$ cat src/rtl/psg_pkg.sv
// Shared constants and types for the PSG envelope path.
// ENVELOPE_FINE_EN selects the 32-step YM2149 envelope instead of the 16-step AY one.
package psg_pkg;

  localparam int SHAPE_CONTINUE  = 3;
  localparam int SHAPE_ATTACK    = 2;
  localparam int SHAPE_ALTERNATE = 1;
  localparam int SHAPE_HOLD      = 0;

`ifdef ENVELOPE_FINE_EN
  localparam int ENV_STEP_BITS = 5;
`else
  localparam int ENV_STEP_BITS = 4;
`endif

  localparam int ENV_STEPS = 1 << ENV_STEP_BITS;

  typedef logic [ENV_STEP_BITS-1:0] env_level_t;

  typedef enum logic {
    ST_RUN  = 1'b0,
    ST_HOLD = 1'b1
  } env_state_t;

  // Rising phases output the step count directly, falling phases its complement.
  function automatic env_level_t shape_level(input env_level_t step, input logic up);
    return up ? step : ~step;
  endfunction

endpackage

$ cat src/rtl/period_divider.sv
// Programmable tick divider: emits a one-cycle tick every max(period,1) enabled cycles.
// Also suitable for the tone and noise generators.
module period_divider #(
  parameter int WIDTH = 16
) (
  input  logic             clk,
  input  logic             reset,
  input  logic             clk_en,
  input  logic             clear,
  input  logic [WIDTH-1:0] period,
  output logic             tick
);

  logic [WIDTH-1:0] count;
  logic [WIDTH:0]   count_inc;
  logic [WIDTH:0]   limit;

  // One bit wider so the compare never wraps when period is all ones.
  assign count_inc = {1'b0, count} + 1'b1;
  assign limit     = (period == '0) ? (WIDTH+1)'(1) : {1'b0, period};
  assign tick      = clk_en && (count_inc >= limit);

  always_ff @(posedge clk) begin
    if (reset || clear) begin
      count <= '0;
    end else if (tick) begin
      count <= '0;
    end else if (clk_en) begin
      count <= count_inc[WIDTH-1:0];
    end
  end

endmodule

$ cat src/rtl/envelope_controller.sv
// AY-3-8910 style envelope generator plus per-channel volume-source select.
// Defining ENVELOPE_FINE_EN switches to 32-step YM2149 mode and adds envelope_lsb.
module envelope_controller
  import psg_pkg::*;
#(
  parameter int NUM_CHANNELS = 3,
  parameter int PERIOD_BITS  = 16
) (
  input  logic                      clk,
  input  logic                      reset,
  input  logic                      clk_en,
  input  logic [PERIOD_BITS-1:0]    period,
  input  logic [3:0]                shape,
  input  logic                      restart,
  input  logic [5*NUM_CHANNELS-1:0] volume,
  output logic [3:0]                envelope,
  output logic [4*NUM_CHANNELS-1:0] control
`ifdef ENVELOPE_FINE_EN
  ,
  output logic                      envelope_lsb
`endif
);

  localparam env_level_t LEVEL_MAX = env_level_t'(ENV_STEPS - 1);

  env_state_t state, state_next;
  logic [3:0] shape_q;
  env_level_t step, step_next;
  env_level_t level_q, level_next;
  logic       flip, flip_next;
  logic       step_evt;
  logic [3:0] env_next;

  period_divider #(
    .WIDTH(PERIOD_BITS)
  ) u_divider (
    .clk   (clk),
    .reset (reset),
    .clk_en(clk_en),
    .clear (restart),
    .period(period),
    .tick  (step_evt)
  );

  // Restart wins over a coincident step event; the held level is simply the last level_q.
  always_comb begin
    state_next = state;
    step_next  = step;
    flip_next  = flip;
    level_next = level_q;
    if (restart) begin
      state_next = ST_RUN;
      step_next  = '0;
      flip_next  = 1'b0;
      level_next = shape_level('0, shape[SHAPE_ATTACK]);
    end else if (state == ST_RUN && step_evt) begin
      if (step == LEVEL_MAX) begin
        if (!shape_q[SHAPE_CONTINUE]) begin
          state_next = ST_HOLD;
          level_next = '0;
        end else if (shape_q[SHAPE_HOLD]) begin
          state_next = ST_HOLD;
          level_next = (shape_q[SHAPE_ATTACK] ^ shape_q[SHAPE_ALTERNATE]) ? LEVEL_MAX : '0;
        end else begin
          step_next  = '0;
          flip_next  = flip ^ shape_q[SHAPE_ALTERNATE];
          level_next = shape_level('0, shape_q[SHAPE_ATTACK] ^ flip_next);
        end
      end else begin
        step_next  = step + 1'b1;
        level_next = shape_level(step_next, shape_q[SHAPE_ATTACK] ^ flip);
      end
    end
  end

  assign env_next = level_next[ENV_STEP_BITS-1 -: 4];

  // Control uses the next envelope value so both outputs move on the same edge.
  always_ff @(posedge clk) begin
    if (reset) begin
      state   <= ST_RUN;
      shape_q <= 4'h0;
      step    <= '0;
      flip    <= 1'b0;
      level_q <= LEVEL_MAX;
      control <= '0;
    end else begin
      state   <= state_next;
      step    <= step_next;
      flip    <= flip_next;
      level_q <= level_next;
      if (restart) begin
        shape_q <= shape;
      end
      for (int c = 0; c < NUM_CHANNELS; c++) begin
        control[4*c +: 4] <= volume[5*c+4] ? env_next : volume[5*c +: 4];
      end
    end
  end

  assign envelope = level_q[ENV_STEP_BITS-1 -: 4];

`ifdef ENVELOPE_FINE_EN
  assign envelope_lsb = level_q[0];
`endif

endmodule

$ cat config.mk
export PLATFORM = sky130hd
export DESIGN_NAME = envelope_controller
export DESIGN_NICKNAME = d
export VERILOG_FILES = /design/src/rtl/psg_pkg.sv /design/src/rtl/period_divider.sv /design/src/rtl/envelope_controller.sv
export SDC_FILE = /design/constraint.sdc
export NUM_CORES = 1
export LEC_CHECK = 0
export ABC_AREA = 0
export CAP_MARGIN = 20
export CORE_MARGIN = 2
export CORE_UTILIZATION = 30
export DETAILED_ROUTE_END_ITERATION = 10
export MAX_ROUTING_LAYER = met4
export PLACE_DENSITY = 0.61
export SLEW_MARGIN = 20
export SYNTH_ARGS = -nofsm -noshare
export SYNTH_HDL_FRONTEND = slang
export SYNTH_HIERARCHICAL = 1
export SYNTH_SLANG_ARGS = --single-unit
$ cat constraint.sdc
create_clock -name clk -period 5.1 [get_ports clk]
set_input_delay 1.53 -clock clk [delete_from_list [all_inputs] [get_ports clk]]
set_output_delay 1.53 -clock clk [all_outputs]
set_load 0.005 [all_outputs]
**After elaboration in Yosys (flattened, before gate mapping)**

Cells that the tools add are included.

- Flip-flop bits (word level): 42
- Bits of input ports: 39
- Output and inout bits: 16
- Logic and storage cells: 48

- Add/sub/neg operators: 2
- Magnitude comparators: 1
- Equal/unequal tests: 4
- Muxes and demuxes: 18
- Bitwise gates (word level): 7
- Reduce and logical (&&, ||, !) cells: 9

Operators by type and width:

| operator | count |
|---|---|
| $mux W4 | 15 |
| $add A16 B1 Y17 const B | 1 |
| $ge A17 B17 Y1 | 1 |
| $logic_not A16 Y1 | 1 |
| $mux W16 | 1 |
| $ne A2 B2 Y1 const B | 3 |
| $reduce_and A3 Y1 | 2 |
| $add A4 B1 Y4 const B | 1 |
| $eq A4 B4 Y1 const B | 1 |
| $not A4 Y4 | 1 |
| $reduce_and A4 Y1 | 1 |
| $reduce_or A2 Y1 | 2 |
| $xor A1 B1 Y1 | 4 |
| $logic_and A1 B1 Y1 | 2 |
| $mux W1 | 2 |
| $not A1 Y1 | 2 |
| $logic_or A1 B1 Y1 | 1 |

**Depth between registers and ports, before layout**

- Depth in word-level cells: 9
- Depth in mapped cells: 17
- Mapped depth without buffers: 16

**Cells and area by module**

Netlist, hierarchy kept.

Modules (own cells, without submodules):

| module | times used | cells each | area each (um^2) | seq. area each (um^2) |
|---|---|---|---|---|
| period_divider | 1 | 157 | 1320.0 | 320.3 |
| envelope_controller | 1 | 125 | 1169.9 | 520.5 |

**Worst setup path after synthesis**

Ideal clock, no wire load.

- Path kind: input to register
- Start point: input period[8]
- End point: register control[3]
- Library setup time: 0.135 ns
- Arrival: 3.998 ns
- Data required time: 4.965 ns
- Path slack: 0.968 ns
- Stages on the path: 14
- Buffers on the path: 1
- Path through: nor4_1 > a41o_1 > ha_1 > nor2b_1 > o211a_1 > o311a_1 > nor4_1 > nor2b_1 > nor2b_1 > clkbuf_1 > o21ai_0 > nor3_2 > nor3_2 > a211oi_1

- Word-level cells in the longest chain between the ends: 8

RTL lines:

| item | RTL line | RTL |
|---|---|---|
| start: declaration | envelope_controller.sv:12 | `input logic [PERIOD_BITS-1:0] period,` |
| $logic_not A16 Y1 | period_divider.sv:20 | `assign limit = (period == '0) ? (WIDTH+1)'(1) : {1'b0, period};` |
| $mux W16 * | period_divider.sv:20 |  |
| $ge A17 B17 Y1 * | period_divider.sv:21 | `assign tick = clk_en && (count_inc >= limit);` |
| $logic_and A1 B1 Y1 * | period_divider.sv:21 |  |
| named net step_evt | envelope_controller.sv:31 | `logic step_evt;` |
| $logic_and A1 B1 Y1 * | envelope_controller.sv:56 | `end else if (state == ST_RUN && step_evt) begin` |
| $mux W4 * | envelope_controller.sv:56 |  |
| $mux W4 * | envelope_controller.sv:51 | `if (restart) begin` |
| $mux W4 * | envelope_controller.sv:96 | `control[4*c +: 4] <= volume[5*c+4] ? env_next : volume[5*c +: 4];` |
| end signal: indexed assignment | envelope_controller.sv:96 |  |
| end: declaration | envelope_controller.sv:17 | `output logic [4*NUM_CHANNELS-1:0] control` |

The timed path passes the listed nets; every way through them passes the cells marked *.
A chain may end at the register's enable or synchronous reset.

**Worst setup path after layout**

- Start point: input period[4]
- End point: register control[7]

Same word-level chain as after synthesis.

==> metrics.cfg <==
[worst_setup_path]
crit_family = simple AND/OR/NAND/NOR gates
cp-start-kind = input pin
worstSetupEndpointType = register
crit_top_cell = nor2b_1
cp.required_ns = 5.27
slowest_stage = clkdlybuf4s50_1
reg2reg_from = u_divider/count[0]
crit_type = in2reg
cp.arrival_ns = 4.62
crit_start = period[4]
path_cells = clkdlybuf4s50_1 > nor4_1 > a41o_1 > ha_1 > a31oi_1 > nor2b_1 > o311a_1 > nor4_1 > buf_4 > nor2b_1 > nor2b_1 > o21ai_0 > nor3_2 > nor3_2 > a211oi_1
reg2reg_depth = 15
slowest_delay_ns = 0.43
cp_max_fo = 8
cp.depth = 15
path_buf_inv = 2

[hold_path]
min_path_cells = 2
hp-start = state
hp-class = reg2reg

[sta]
rsz0062_at_grt = false
maxSlewViolCount = 0
period_share_pct = 87.3
finalHoldViolCount = 0
holdWs_ns = 0.493
clock_skew_ns = 0.00703
fin_crit_ns = 4.45
relSlewSlack_pct = 33.2
worstMarginPinSlew_ns = 0.995
tns_ns = 0
setup_viol = 0
max_freq_ghz = 0.225

[cts]
postCtsHoldBufs = 0
htreeDepth = 2
post_cts_resized = 0
numClockSinks = 42
clockRootBuffer = clkbuf_8
cts_tree = yes
clk_path_buf_depth = 2
numCtsBuffers = 5
clk_pin_slew_ns = 0.08
post_cts_buffers = 0
clock_latency_ns = 0.29

[global_routing]
grt_pass1_wl_um = 10000
grt_antenna_before_repair = 0
gr-total-overflow = 0
grt_max_degree = 22
grt_usage_pct = 14.1
first_global_vias = 2210

[floorplanning]
initial_core_util_pct = 30.6
ios = 55
dieArea_sq_um = 9040
rows = 33
die_height_um = 95.1
core-area_sq_um = 8130
fp.dieW_um = 95.1

[cells_and_area]
final_util_pct = 40.3
final_common_cell = clkdlybuf4s50_1
nNetsFinal = 400
most-common-layout-cells = 54 x clkdlybuf4s50_1, 42 x dfxtp_1, 33 x nor2_1
n_antenna_cell = 0
area_delta_synth_final_pct = 31.7
fillerInstances = 829
final_layout_size_suffix_gt1_share_pct = 7.27

[synthesis]
yosysTopAreaCell = dfxtp_1
syn_avg_cell_area_sq_um = 8.83
async_flop_share_pct = 0
synth_nets = 339
ys_ff_latch = 42
synth.cell_area_sq_um = 2490
synth-edff-count = 0
yosysUniqueCellTypes = 48
postSynthCellCount = 282
synth_ff_type = dfxtp_1
ys_seq_area_share_pct = 33.8
yosysWarnings = 6
yosysTopAreaCellShare_pct = 33.8
synth_area_leaders = dfxtp_1 34%, ha_1 9.0%, xnor2_1 5.3%

[placement]
hpwlAfterDp_um = 4770
portBuffers = 54
place_congestion = 0.859

[pwr]
p_leak_nw = 1.31
powerDensity_nw_per_um2 = 210
ir_worst_vdd_mv = 0.100
finalPower_mw = 0.689

[run_status]
status = finished, final reports clean

[detailed_routing]
wl_per_cell_um = 13.4
drtIter0Drc = 85
drc = 0
ant_nets = 0
vias_per_cell = 4.99
num_vias = 2241
firstDrtPassIters = 4
routed_wl_um = 6000

[run]
cap_violations = 0

## cell type report
type	instances	area, sq um	area share (%)
Inverter	19	71.3	2.18
Clock inverter	2	12.5	0.382
Tap cell	105	131	4.01
Clock buffer	6	82.6	2.52
Timing Repair Buffer	62	601	18.3
Multi-Input combinational cell	213	1540	46.9
Sequential cell	42	841	25.6
## per-layer routing
| layer | share of wire (%) | wire, um | GRT usage [%] |
|---|---|---|---|
| met5 | 0 | 0 | - |
| met4 | 0.80 | 48 | 4.11 |
| met3 | 6.5 | 387 | 2.53 |
| met2 | 47 | 2800 | 23.4 |
| met1 | 46 | 2760 | 17.6 |
## power by group
part           total, mW  internal, mW  switching, mW
clock network      0.225         0.109          0.116
logic              0.118        0.0681         0.0498
registers          0.346         0.340        0.00619
## worst min-delay path: cells and delay by family, from the launching register on
family,cells,cell delay [ns]
compound gates,1,0.05
flops,1,0.34
simple gates,1,0.07
## stage by stage
step | setup slack, ns | instances | instance area [sq um]
floorplan | 0.968 | 282 | 2490
global placement | 0.412 | 441 | 3180
detailed placement | 0.293 | 441 | 3180
CTS | 0.606 | 449 | 3280
global route | 0.150 | 449 | 3280
finish | 0.648 | 449 | 3280
## sequential cells by signal (all words and copies together), names as in the netlist
name	flops
shape_q	4
control	12
state	1
step	4
flip	1
u_divider/count	16
envelope	4
## final timing paths
| kind | to | slack [ns] |
|---|---|---|
| max reg2reg | control[6] | 0.68 |
| min reg2reg | state | 0.49 |
| min | state | 0.49 |
| max | control[7] | 0.65 |
## cells by family (layout without fill, tap and decap cells)
family / after synthesis / in the layout / synth area share, %
and+or+nand+nor: 110 / 110 / 23.9
adders and majority gates: 18 / 18 / 9.05
xor gates and xnor gates: 24 / 24 / 9.35
muxes: 8 / 8 / 3.27
buffers and inverters: 27 / 89 / 4.42
DFF: 42 / 42 / 33.8
AOI/OAI and AO/OA: 53 / 53 / 16.2
## Yosys cell counts (2+ instances only)
library cell,n
and2_1,5
nand4_1,6
nor3b_1,3
nor4_4,2
and3_1,5
nor3_1,4
nand2b_1,4
nor4_1,4
nand3_1,13
nor2b_1,7
dfxtp_1,42
nor3_2,2
clkbuf_1,5
a32o_1,9
xnor2_1,15
a21oi_1,7
o31ai_1,2
a31oi_1,4
inv_1,19
nand2_1,17
a211oi_1,12
a311oi_1,2
xor2_1,7
mux2i_1,7
nor2_1,33
a32oi_1,2
ha_1,18
o21ai_0,5
a22oi_1,2
Note: power is estimated with default switching activity, not from simulation.
